[src/rtl/fifo_pkg.sv]
// Shared types and elaboration helpers for the single-clock FIFO family.
// Defines the read-mode selector and the power-of-two check used at elaboration.
package fifo_pkg;

    typedef enum logic [0:0] {
        FIFO_STD  = 1'b0,
        FIFO_FWFT = 1'b1
    } fifo_mode_e;

    function automatic bit is_pow2(input int value);
        return (value >= 2) && ((value & (value - 1)) == 0);
    endfunction

endpackage

[src/rtl/sdpram_1clk.sv]
// Single-clock simple dual-port RAM: synchronous write, combinational read.
// The array is deliberately left without reset so it maps onto plain storage.
module sdpram_1clk #(
    parameter int  Depth     = 8,
    parameter int  Width     = 4,
    localparam int AddrWidth = $clog2(Depth)
) (
    input  logic                 clk,
    input  logic                 wr_en,
    input  logic [AddrWidth-1:0] wr_addr,
    input  logic [Width-1:0]     wr_data,
    input  logic [AddrWidth-1:0] rd_addr,
    output logic [Width-1:0]     rd_data
);

    logic [Width-1:0] mem_r [Depth];

    // Write port: one entry per accepted write.
    always_ff @(posedge clk) begin
        if (wr_en) begin
            mem_r[wr_addr] <= wr_data;
        end
    end

    assign rd_data = mem_r[rd_addr];

endmodule

[src/rtl/sync_fifo_chk.sv]
// Elaboration-time parameter legality checks for sync_fifo.
// Contains no logic; an illegal configuration stops elaboration.
module sync_fifo_chk
    import fifo_pkg::*;
#(
    parameter int Depth          = 8,
    parameter int AlmostFullThr  = 7,
    parameter int AlmostEmptyThr = 1
) ();

    if (!is_pow2(Depth)) begin : g_bad_depth
        $error("sync_fifo: Depth must be a power of two and >= 2");
    end

    if ((AlmostFullThr < 1) || (AlmostFullThr > Depth)) begin : g_bad_af
        $error("sync_fifo: AlmostFullThr must be in 1..Depth");
    end

    if ((AlmostEmptyThr < 0) || (AlmostEmptyThr > Depth - 1)) begin : g_bad_ae
        $error("sync_fifo: AlmostEmptyThr must be in 0..Depth-1");
    end

endmodule

[src/rtl/sync_fifo.sv]
// Single-clock FIFO with fill count, programmable almost flags, STD/FWFT read
// modes, synchronous flush and one-cycle overflow/underflow pulses.
module sync_fifo
    import fifo_pkg::*;
#(
    parameter int         Depth          = 8,
    parameter int         Width          = 4,
    parameter fifo_mode_e Mode           = FIFO_STD,
    parameter int         AlmostFullThr  = Depth - 1,
    parameter int         AlmostEmptyThr = 1,
    localparam int        PtrWidth       = $clog2(Depth)
) (
    input  logic                clk,
    input  logic                rst_n,
    input  logic                i_clr,
    input  logic                i_wr_en,
    input  logic [Width-1:0]    i_wr_data,
    input  logic                i_rd_en,
    output logic [Width-1:0]    o_rd_data,
    output logic                o_rd_valid,
    output logic                o_full,
    output logic                o_empty,
    output logic                o_almost_full,
    output logic                o_almost_empty,
    output logic [PtrWidth:0]   o_count,
    output logic                o_overflow,
    output logic                o_underflow
);

    localparam logic [PtrWidth:0]   DEPTH_C    = (PtrWidth + 1)'(Depth);
    localparam logic [PtrWidth:0]   AF_THR_C   = (PtrWidth + 1)'(AlmostFullThr);
    localparam logic [PtrWidth:0]   AE_THR_C   = (PtrWidth + 1)'(AlmostEmptyThr);
    localparam logic [PtrWidth:0]   CNT_ZERO_C = (PtrWidth + 1)'(0);
    localparam logic [PtrWidth:0]   CNT_ONE_C  = (PtrWidth + 1)'(1);
    localparam logic [PtrWidth-1:0] PTR_ZERO_C = PtrWidth'(0);
    localparam logic [PtrWidth-1:0] PTR_ONE_C  = PtrWidth'(1);

    logic [PtrWidth-1:0] wr_ptr_r;
    logic [PtrWidth-1:0] rd_ptr_r;
    logic [PtrWidth:0]   count_r;
    logic [PtrWidth:0]   count_nxt_s;
    logic                overflow_r;
    logic                underflow_r;
    logic                full_s;
    logic                empty_s;
    logic                wr_acc_s;
    logic                rd_acc_s;
    logic [Width-1:0]    mem_rd_data_s;

    sync_fifo_chk #(
        .Depth          (Depth),
        .AlmostFullThr  (AlmostFullThr),
        .AlmostEmptyThr (AlmostEmptyThr)
    ) u_chk ();

    sdpram_1clk #(
        .Depth (Depth),
        .Width (Width)
    ) u_mem (
        .clk     (clk),
        .wr_en   (wr_acc_s),
        .wr_addr (wr_ptr_r),
        .wr_data (i_wr_data),
        .rd_addr (rd_ptr_r),
        .rd_data (mem_rd_data_s)
    );

    // Flags come only from the registered count, never from the request inputs.
    assign full_s         = (count_r == DEPTH_C);
    assign empty_s        = (count_r == CNT_ZERO_C);
    assign o_full         = full_s;
    assign o_empty        = empty_s;
    assign o_almost_full  = (count_r >= AF_THR_C);
    assign o_almost_empty = (count_r <= AE_THR_C);
    assign o_count        = count_r;
    assign o_overflow     = overflow_r;
    assign o_underflow    = underflow_r;

    // Acceptance: full/empty is judged on the current count, so a same-cycle
    // opposite operation never rescues a rejected request.
    always_comb begin
        wr_acc_s = 1'b0;
        rd_acc_s = 1'b0;
        if (!i_clr) begin
            wr_acc_s = i_wr_en & ~full_s;
            rd_acc_s = i_rd_en & ~empty_s;
        end else begin
            wr_acc_s = 1'b0;
            rd_acc_s = 1'b0;
        end
    end

    // Next fill level from the pair of accepted operations.
    always_comb begin
        count_nxt_s = count_r;
        case ({wr_acc_s, rd_acc_s})
            2'b10:   count_nxt_s = count_r + CNT_ONE_C;
            2'b01:   count_nxt_s = count_r - CNT_ONE_C;
            default: count_nxt_s = count_r;
        endcase
    end

    // Pointers, count and rejection pulses; flush wins over any request.
    always_ff @(posedge clk or negedge rst_n) begin
        if (!rst_n) begin
            wr_ptr_r    <= PTR_ZERO_C;
            rd_ptr_r    <= PTR_ZERO_C;
            count_r     <= CNT_ZERO_C;
            overflow_r  <= 1'b0;
            underflow_r <= 1'b0;
        end else if (i_clr) begin
            wr_ptr_r    <= PTR_ZERO_C;
            rd_ptr_r    <= PTR_ZERO_C;
            count_r     <= CNT_ZERO_C;
            overflow_r  <= 1'b0;
            underflow_r <= 1'b0;
        end else begin
            if (wr_acc_s) begin
                wr_ptr_r <= wr_ptr_r + PTR_ONE_C;
            end
            if (rd_acc_s) begin
                rd_ptr_r <= rd_ptr_r + PTR_ONE_C;
            end
            count_r     <= count_nxt_s;
            overflow_r  <= i_wr_en & full_s;
            underflow_r <= i_rd_en & empty_s;
        end
    end

    if (Mode == FIFO_STD) begin : g_std
        logic [Width-1:0] rd_data_r;
        logic             rd_valid_r;

        // Registered read port: data captured on accept, valid is a one-cycle pulse.
        always_ff @(posedge clk or negedge rst_n) begin
            if (!rst_n) begin
                rd_data_r  <= {Width{1'b0}};
                rd_valid_r <= 1'b0;
            end else if (i_clr) begin
                rd_valid_r <= 1'b0;
            end else begin
                rd_valid_r <= rd_acc_s;
                if (rd_acc_s) begin
                    rd_data_r <= mem_rd_data_s;
                end
            end
        end

        assign o_rd_data  = rd_data_r;
        assign o_rd_valid = rd_valid_r;
    end else begin : g_fwft
        // Head entry is shown directly; it is meaningful only while not empty.
        assign o_rd_data  = mem_rd_data_s;
        assign o_rd_valid = ~empty_s;
    end

endmodule

[config.mk]
export PLATFORM = sky130hd
export DESIGN_NAME = sync_fifo
export DESIGN_NICKNAME = d
export VERILOG_FILES = /design/src/rtl/fifo_pkg.sv /design/src/rtl/sdpram_1clk.sv /design/src/rtl/sync_fifo_chk.sv /design/src/rtl/sync_fifo.sv
export SDC_FILE = /design/constraint.sdc
export NUM_CORES = 1
export LEC_CHECK = 0
export CAP_MARGIN = 10
export CORE_ASPECT_RATIO = 1.5
export CORE_MARGIN = 1
export CORE_UTILIZATION = 60
export CTS_BUF_LIST = sky130_fd_sc_hd__clkbuf_16
export DETAILED_ROUTE_END_ITERATION = 8
export PLACE_DENSITY = 0.84
export SETUP_SLACK_MARGIN = 0.1
export SYNTH_ARGS = -nofsm -noshare
export SYNTH_HDL_FRONTEND = slang
export SYNTH_HIERARCHICAL = 1
export SYNTH_SLANG_ARGS = --single-unit
[constraint.sdc]
create_clock -name clk -period 3.85 [get_ports clk]
set_clock_uncertainty 0.2 [all_clocks]
set_input_delay 0.9625 -clock clk [delete_from_list [all_inputs] [get_ports clk]]
set_output_delay 0.9625 -clock clk [all_outputs]
set_load 0.02 [all_outputs]
# Yosys cells after proc, flatten, opt, wreduce, memory -nomap -nowiden
# Memory sizes are Yosys's and may differ from the RTL's. A register that Yosys moved wholly into a read port is not among the register bits.
# Index checks and enable logic that the tools add are counted.
[word_totals]
ramBits = 32
reg_bits = 13
inputBits = 9
memories = 1
output_inout_bits = 15
word_cells = 42
[op_classes]
bitwise = 7
magnitude_cmp = 2
reduce_logical = 6
n_eq_ne = 3
n_addsub = 4
mux = 13
[memory_table]
columns = ["name", "words", "word_bits", "rd", "rd_ports_with_merged_regs", "write_ports", "line_no", "text"]
rows = [
  ["u_mem.mem_r", 8, 4, 1, 1, 1, "sdpram_1clk.sv:16", "logic [Width-1:0] mem_r [Depth];"],
]
[op_table]
columns = ["operator", "count"]
rows = [
  ["$mux W3", 4],
  ["$pmux W4 S2", 1],
  ["$mux W1", 7],
  ["$add A3 B1 Y3 const B", 2],
  ["$add A4 B1 Y4 const B", 1],
  ["$and A1 B1 Y1", 4],
  ["$eq A4 B4 Y1 const B", 1],
  ["$ge A4 B3 Y1 const B", 1],
  ["$le A4 B1 Y1 const B", 1],
  ["$logic_not A4 Y1", 1],
  ["$mux W4", 1],
  ["$reduce_bool A2 Y1", 2],
  ["$sub A4 B1 Y4 const B", 1],
  ["$not A1 Y1", 3],
  ["$reduce_bool A3 Y1", 1],
  ["$eq A2 B1 Y1 const B", 1],
  ["$eq A2 B2 Y1 const B", 1],
  ["$reduce_and A2 Y1", 1],
  ["$logic_not A1 Y1", 1],
]

# Depth between registers and ports, before layout
[logic_depth]
depth_word = 7
mapped_depth = 8
mapped_depth_nobuf = 7

# By module
# Netlist, hierarchy kept.
[by_module_without_submodules]
columns = ["mod", "seq_area_each_um2", "n_inst", "cells_each", "area_each_um2"]
rows = [
  ["sdpram_1clk", 960.9, 1, 59, 1290.0],
  ["sync_fifo", 425.4, 1, 99, 972.2],
]

# Least setup slack after synthesis
# OpenSTA, ideal clock, no wires.
[synth_timing]
kind = "input-to-reg"
startpoint = "input i_wr_en"
endpoint = "memory u_mem.mem_r[0][0] (enable)"
setup_ns = 0.361
n_path_buf = 2
required_ns = 3.289
path_slack_ns = 1.151
arrival_ns = 2.137
stages = 6
path_cell_list = "clkbuf_1 clkbuf_1 nand2_1 nor2_1 nand2b_1 nor3_1"
[synth_between]
elab_chain_cells = 4
[synth_lines]
columns = ["element", "line_no", "text"]
rows = [
  ["start, declared", "sync_fifo.sv:16", "input logic i_wr_en,"],
  ["$and A1 B1 Y1", "sync_fifo.sv:85", "wr_acc_s = i_wr_en & ~full_s;"],
  ["$mux W1", "sync_fifo.sv:84", "if (!i_clr) begin"],
  ["named net wr_acc_s", "sync_fifo.sv:46", "logic wr_acc_s;"],
  ["$mux W1", "sdpram_1clk.sv:20", "if (wr_en) begin"],
  ["$mux W1 (not written as such)", "sdpram_1clk.sv:21", "mem_r[wr_addr] <= wr_data;"],
  ["end, declared", "sdpram_1clk.sv:16", ""],
]
# The timed path passes the listed nets, and every way through them passes these cells.

# Worst setup path in the final report
[layout_timing]
startpoint = "register count_r[1] (netlist: o_count[1])"
endpoint = "output o_empty"
[layout_between]
elab_chain_cells = 1
[layout_lines]
columns = ["element", "line_no", "text"]
rows = [
  ["start, declared", "sync_fifo.sv:40", "logic [PtrWidth:0] count_r;"],
  ["start signal, assigned", "sync_fifo.sv:124", "count_r <= count_nxt_s;"],
  ["$logic_not A4 Y1", "sync_fifo.sv:70", "assign empty_s = (count_r == CNT_ZERO_C);"],
  ["end, declared", "sync_fifo.sv:22", "output logic o_empty,"],
]
# No other way between the ends.

==> impl_metrics.tcl <==
set metrics [dict create \
    ir_worst_vdd_v 0.0005087 \
    vias_per_cell 5.938 \
    timing.max_slew.rel_slack 0.4716 \
    cts_resized 0 \
    insertion_delay_to_the_later_sink_of_the_worst_skew_pair_ns 0.29 \
    post_synth_inst_count 158 \
    synth_top_cells_by_area "sky130_fd_sc_hd__edfxtp_1 42%, sky130_fd_sc_hd__dfrtp_1 19%, sky130_fd_sc_hd__mux4_1 9.3%, sky130_fd_sc_hd__ha_1 2.8%, sky130_fd_sc_hd__mux2_4 2.7%" \
    synth.yosys.warnings 6 \
    worst_hold_slack_ns 0.3189 \
    synth_async_sr_flop_share 0.3469 \
    dr.first_iter.drc_count 44 \
    diodes_inserted 0 \
    dieHeight_um 77.21 \
    worst_pin_slew_ns 0.7902 \
    route.final.wire_length_mm 3.913 \
    number_of_enable_type_register_cells_in_the_synthesized_netlist 32 \
    globalplace.congestion 0.7642 \
    cts_made_buffers 5 \
    hpwlAfterDp_mm 2.861 \
    worstHoldPathType "register to register" \
    layout-drive-gt1-share 0.1154 \
    number_of_global_route_vias_before_repair 1289 \
    adder_and_majority_gate_portion_of_the_synthesized_area 0.02765 \
    design.portCount 24 \
    number_of_rows_created_at_floorplan 27 \
    worst_ep_required_time_ns 2.69 \
    yosysTopAreaCellShare 0.4248 \
    clkSlewWorstSetupHoldPaths_ns 0.07 \
    buffer_ports.inserted 23 \
    cts.htree.levels 2 \
    synth_compound_area_frac 0.04757 \
    setup_violations 0 \
    cts_buffer_depth 2 \
    critPathMaxFanout 9 \
    antenna_found_initial 0 \
    grt_overflow_total 0 \
    achievable-frequency_mhz 279.6 \
    ys_seq_area_frac 0.6128 \
    ctsHoldBuffers 0 \
    floorplan.die.width_um 52.14 \
    cts_tree "done" \
    worst_reg_to_reg_path_cell_count 7 \
    grt_pass1_wl_mm 6.141 \
    areaGrowthSynthToFinish_pct 17.81 \
    end_kind "output port" \
    ys.flop_type "sky130_fd_sc_hd__edfxtp_1" \
    r2r-start "o_count[1]$_DFFE_PN0P_" \
    setup-tns-final_ns 0 \
    route.detailed.drc 0 \
    largest_net_degree_at_the_start_of_global_routing 19 \
    path_class "register to output port" \
    syn_area_um2 2262 \
    power_density_nw_per_um2 610.4 \
    crit_arrival_ns 2.41 \
    synth_xor_xnor_area_share 0.01549 \
    synth.distinct_cells 36 \
    reg2reg_slack_ns 1.20 \
    synth_seq_cells 49 \
    clkSinkCount 49 \
    total_leakage_power_nw 1.006 \
    avgSynthCellArea_um2 14.32 \
    status "finished clean" \
    yosys.cell_count.top_type "sky130_fd_sc_hd__edfxtp_1" \
    layout.nets 195 \
    cts_setup_buffers 0 \
    die_area_um2 4025 \
    synthSimpleGateAreaFrac 0.1184 \
    synth_nets 172 \
    yosys.area.top_type "sky130_fd_sc_hd__edfxtp_1" \
    layout_min_cycle_time_ns 3.577 \
    netlist_top_cells_count "32 x sky130_fd_sc_hd__edfxtp_1, 17 x sky130_fd_sc_hd__dfrtp_1, 16 x sky130_fd_sc_hd__nor2_1, 10 x sky130_fd_sc_hd__nand2_1, 8 x sky130_fd_sc_hd__mux4_1" \
    post_route_antenna_net_violation_count 0 \
    setup.worst_path.start_class "register" \
    crit-reg2reg-capture "u_mem/mem_r[0][3]$_DFFE_PP_" \
    groute.usage.overall 0.2204 \
    floorplan.core_area_um2 3649 \
    hold_violations 0 \
    timing.final.crit_share 0.9291 \
    main_combinational_cell_family_by_area_after_synthesis "multiplexers" \
    cts_root_buffer "sky130_fd_sc_hd__clkbuf_16" \
    drv_slew 0 \
    wl_per_cell_um 17.39 \
    critical_path_origin "o_count[1]$_DFFE_PN0P_" \
    max_cap_violations 0 \
    rsz0062_at_grt "false" \
    critPathCapture "o_empty" \
    start_util 0.6200 \
    muxShareOfSynthArea 0.1488 \
    drt_first_pass_iters 4 \
    via_count 1336 \
]
[registers in the layout, summed over array words and instances (netlist names)]
signal       flops
wr_ptr_r         3
o_rd_data        4
o_count          4
rd_ptr_r         3
u_mem/mem_r     32
o_rd_valid       1
o_underflow      1
o_overflow       1
[placed cells by master (no fill, tap or decap), types with 5 or more instances in the layout]
cell type                         count
sky130_fd_sc_hd__nor2_1              16
sky130_fd_sc_hd__nand3_1              7
sky130_fd_sc_hd__inv_1                5
sky130_fd_sc_hd__edfxtp_1            32
sky130_fd_sc_hd__clkdlybuf4s50_1     23
sky130_fd_sc_hd__clkbuf_16            5
sky130_fd_sc_hd__mux4_1               8
sky130_fd_sc_hd__nand2_1             10
sky130_fd_sc_hd__dfrtp_1             17
sky130_fd_sc_hd__ha_1                 5
[how the worst min path moves through the flow]
stage / start / endpoint / slack, ns / cells past startpoint
floorplan: rd_ptr_r[2]$_DFFE_PN0P_ / rd_ptr_r[2]$_DFFE_PN0P_ / 0.30 / 2
CTS: o_rd_data[2]$_DFFE_PN0P_ / o_rd_data[2]$_DFFE_PN0P_ / 0.32 / 1
detailed placement: o_rd_data[0]$_DFFE_PN0P_ / o_rd_data[0]$_DFFE_PN0P_ / 0.30 / 1
global route: o_rd_data[0]$_DFFE_PN0P_ / o_rd_data[0]$_DFFE_PN0P_ / 0.34 / 1
global placement: o_rd_data[0]$_DFFE_PN0P_ / o_rd_data[0]$_DFFE_PN0P_ / 0.30 / 1
finish: o_rd_data[2]$_DFFE_PN0P_ / o_rd_data[2]$_DFFE_PN0P_ / 0.32 / 1
[per-layer routing]
metal	vias to the layer above	global-route usage	wire (um)
met3	11	0.06944	147
met5	-	0	0
met4	0	0.1000	114
li1	640	-	-
met2	40	0.3795	2174
met1	645	0.2374	1476
[worst max-delay path: stages, from the launching register on]
cell and delay, ns:
sky130_fd_sc_hd__dfrtp_1 0.46, sky130_fd_sc_hd__inv_1 0.16, sky130_fd_sc_hd__ha_1 0.36, sky130_fd_sc_hd__or3b_4 0.47
sky130_fd_sc_hd__inv_1 0.08, sky130_fd_sc_hd__clkdlybuf4s50_1 0.59
[metrics by stage]
stage | instances | area (um^2) | utilization | setup WS, ns | power, mW
floorplan | 158 | 2262 | - | 1.151 | 1.027
global placement | 217 | 2514 | 0.6890 | 0.6891 | 1.177
detailed placement | 217 | 2514 | 0.6890 | 0.6097 | 1.193
CTS | 225 | 2665 | 0.7305 | 0.2865 | 1.635
global route | 225 | 2665 | 0.7305 | 0.1592 | 1.697
finish | 225 | 2665 | 0.7305 | 0.2731 | 1.627
[power by group]
part,switching (mW),internal (mW)
registers,0.0663,0.615
clock network,0.195,0.248
logic,0.237,0.265
[logic make-up after synthesis]
logic type,count (synthesis)
buffers and inverters,14
AND/OR/NAND/NOR,52
AO/OA/AOI/OAI,16
multiplexers,18
flip-flops,49
XOR/XNOR,4
adder cells (fa/ha/maj),5
[cell type report]
| class | instances | area, um^2 |
|---|---|---|
| Timing Repair Buffer | 25 | 245.2 |
| Inverter | 5 | 18.77 |
| Clock buffer | 5 | 125.1 |
| Clock inverter | 3 | 26.28 |
| Tap cell | 43 | 53.80 |
| Sequential cell | 49 | 1386 |
| Multi-Input combinational cell | 95 | 809.5 |
| Fill cell | 231 | 983.4 |
Note: power is estimated with default switching activity, not from simulation.
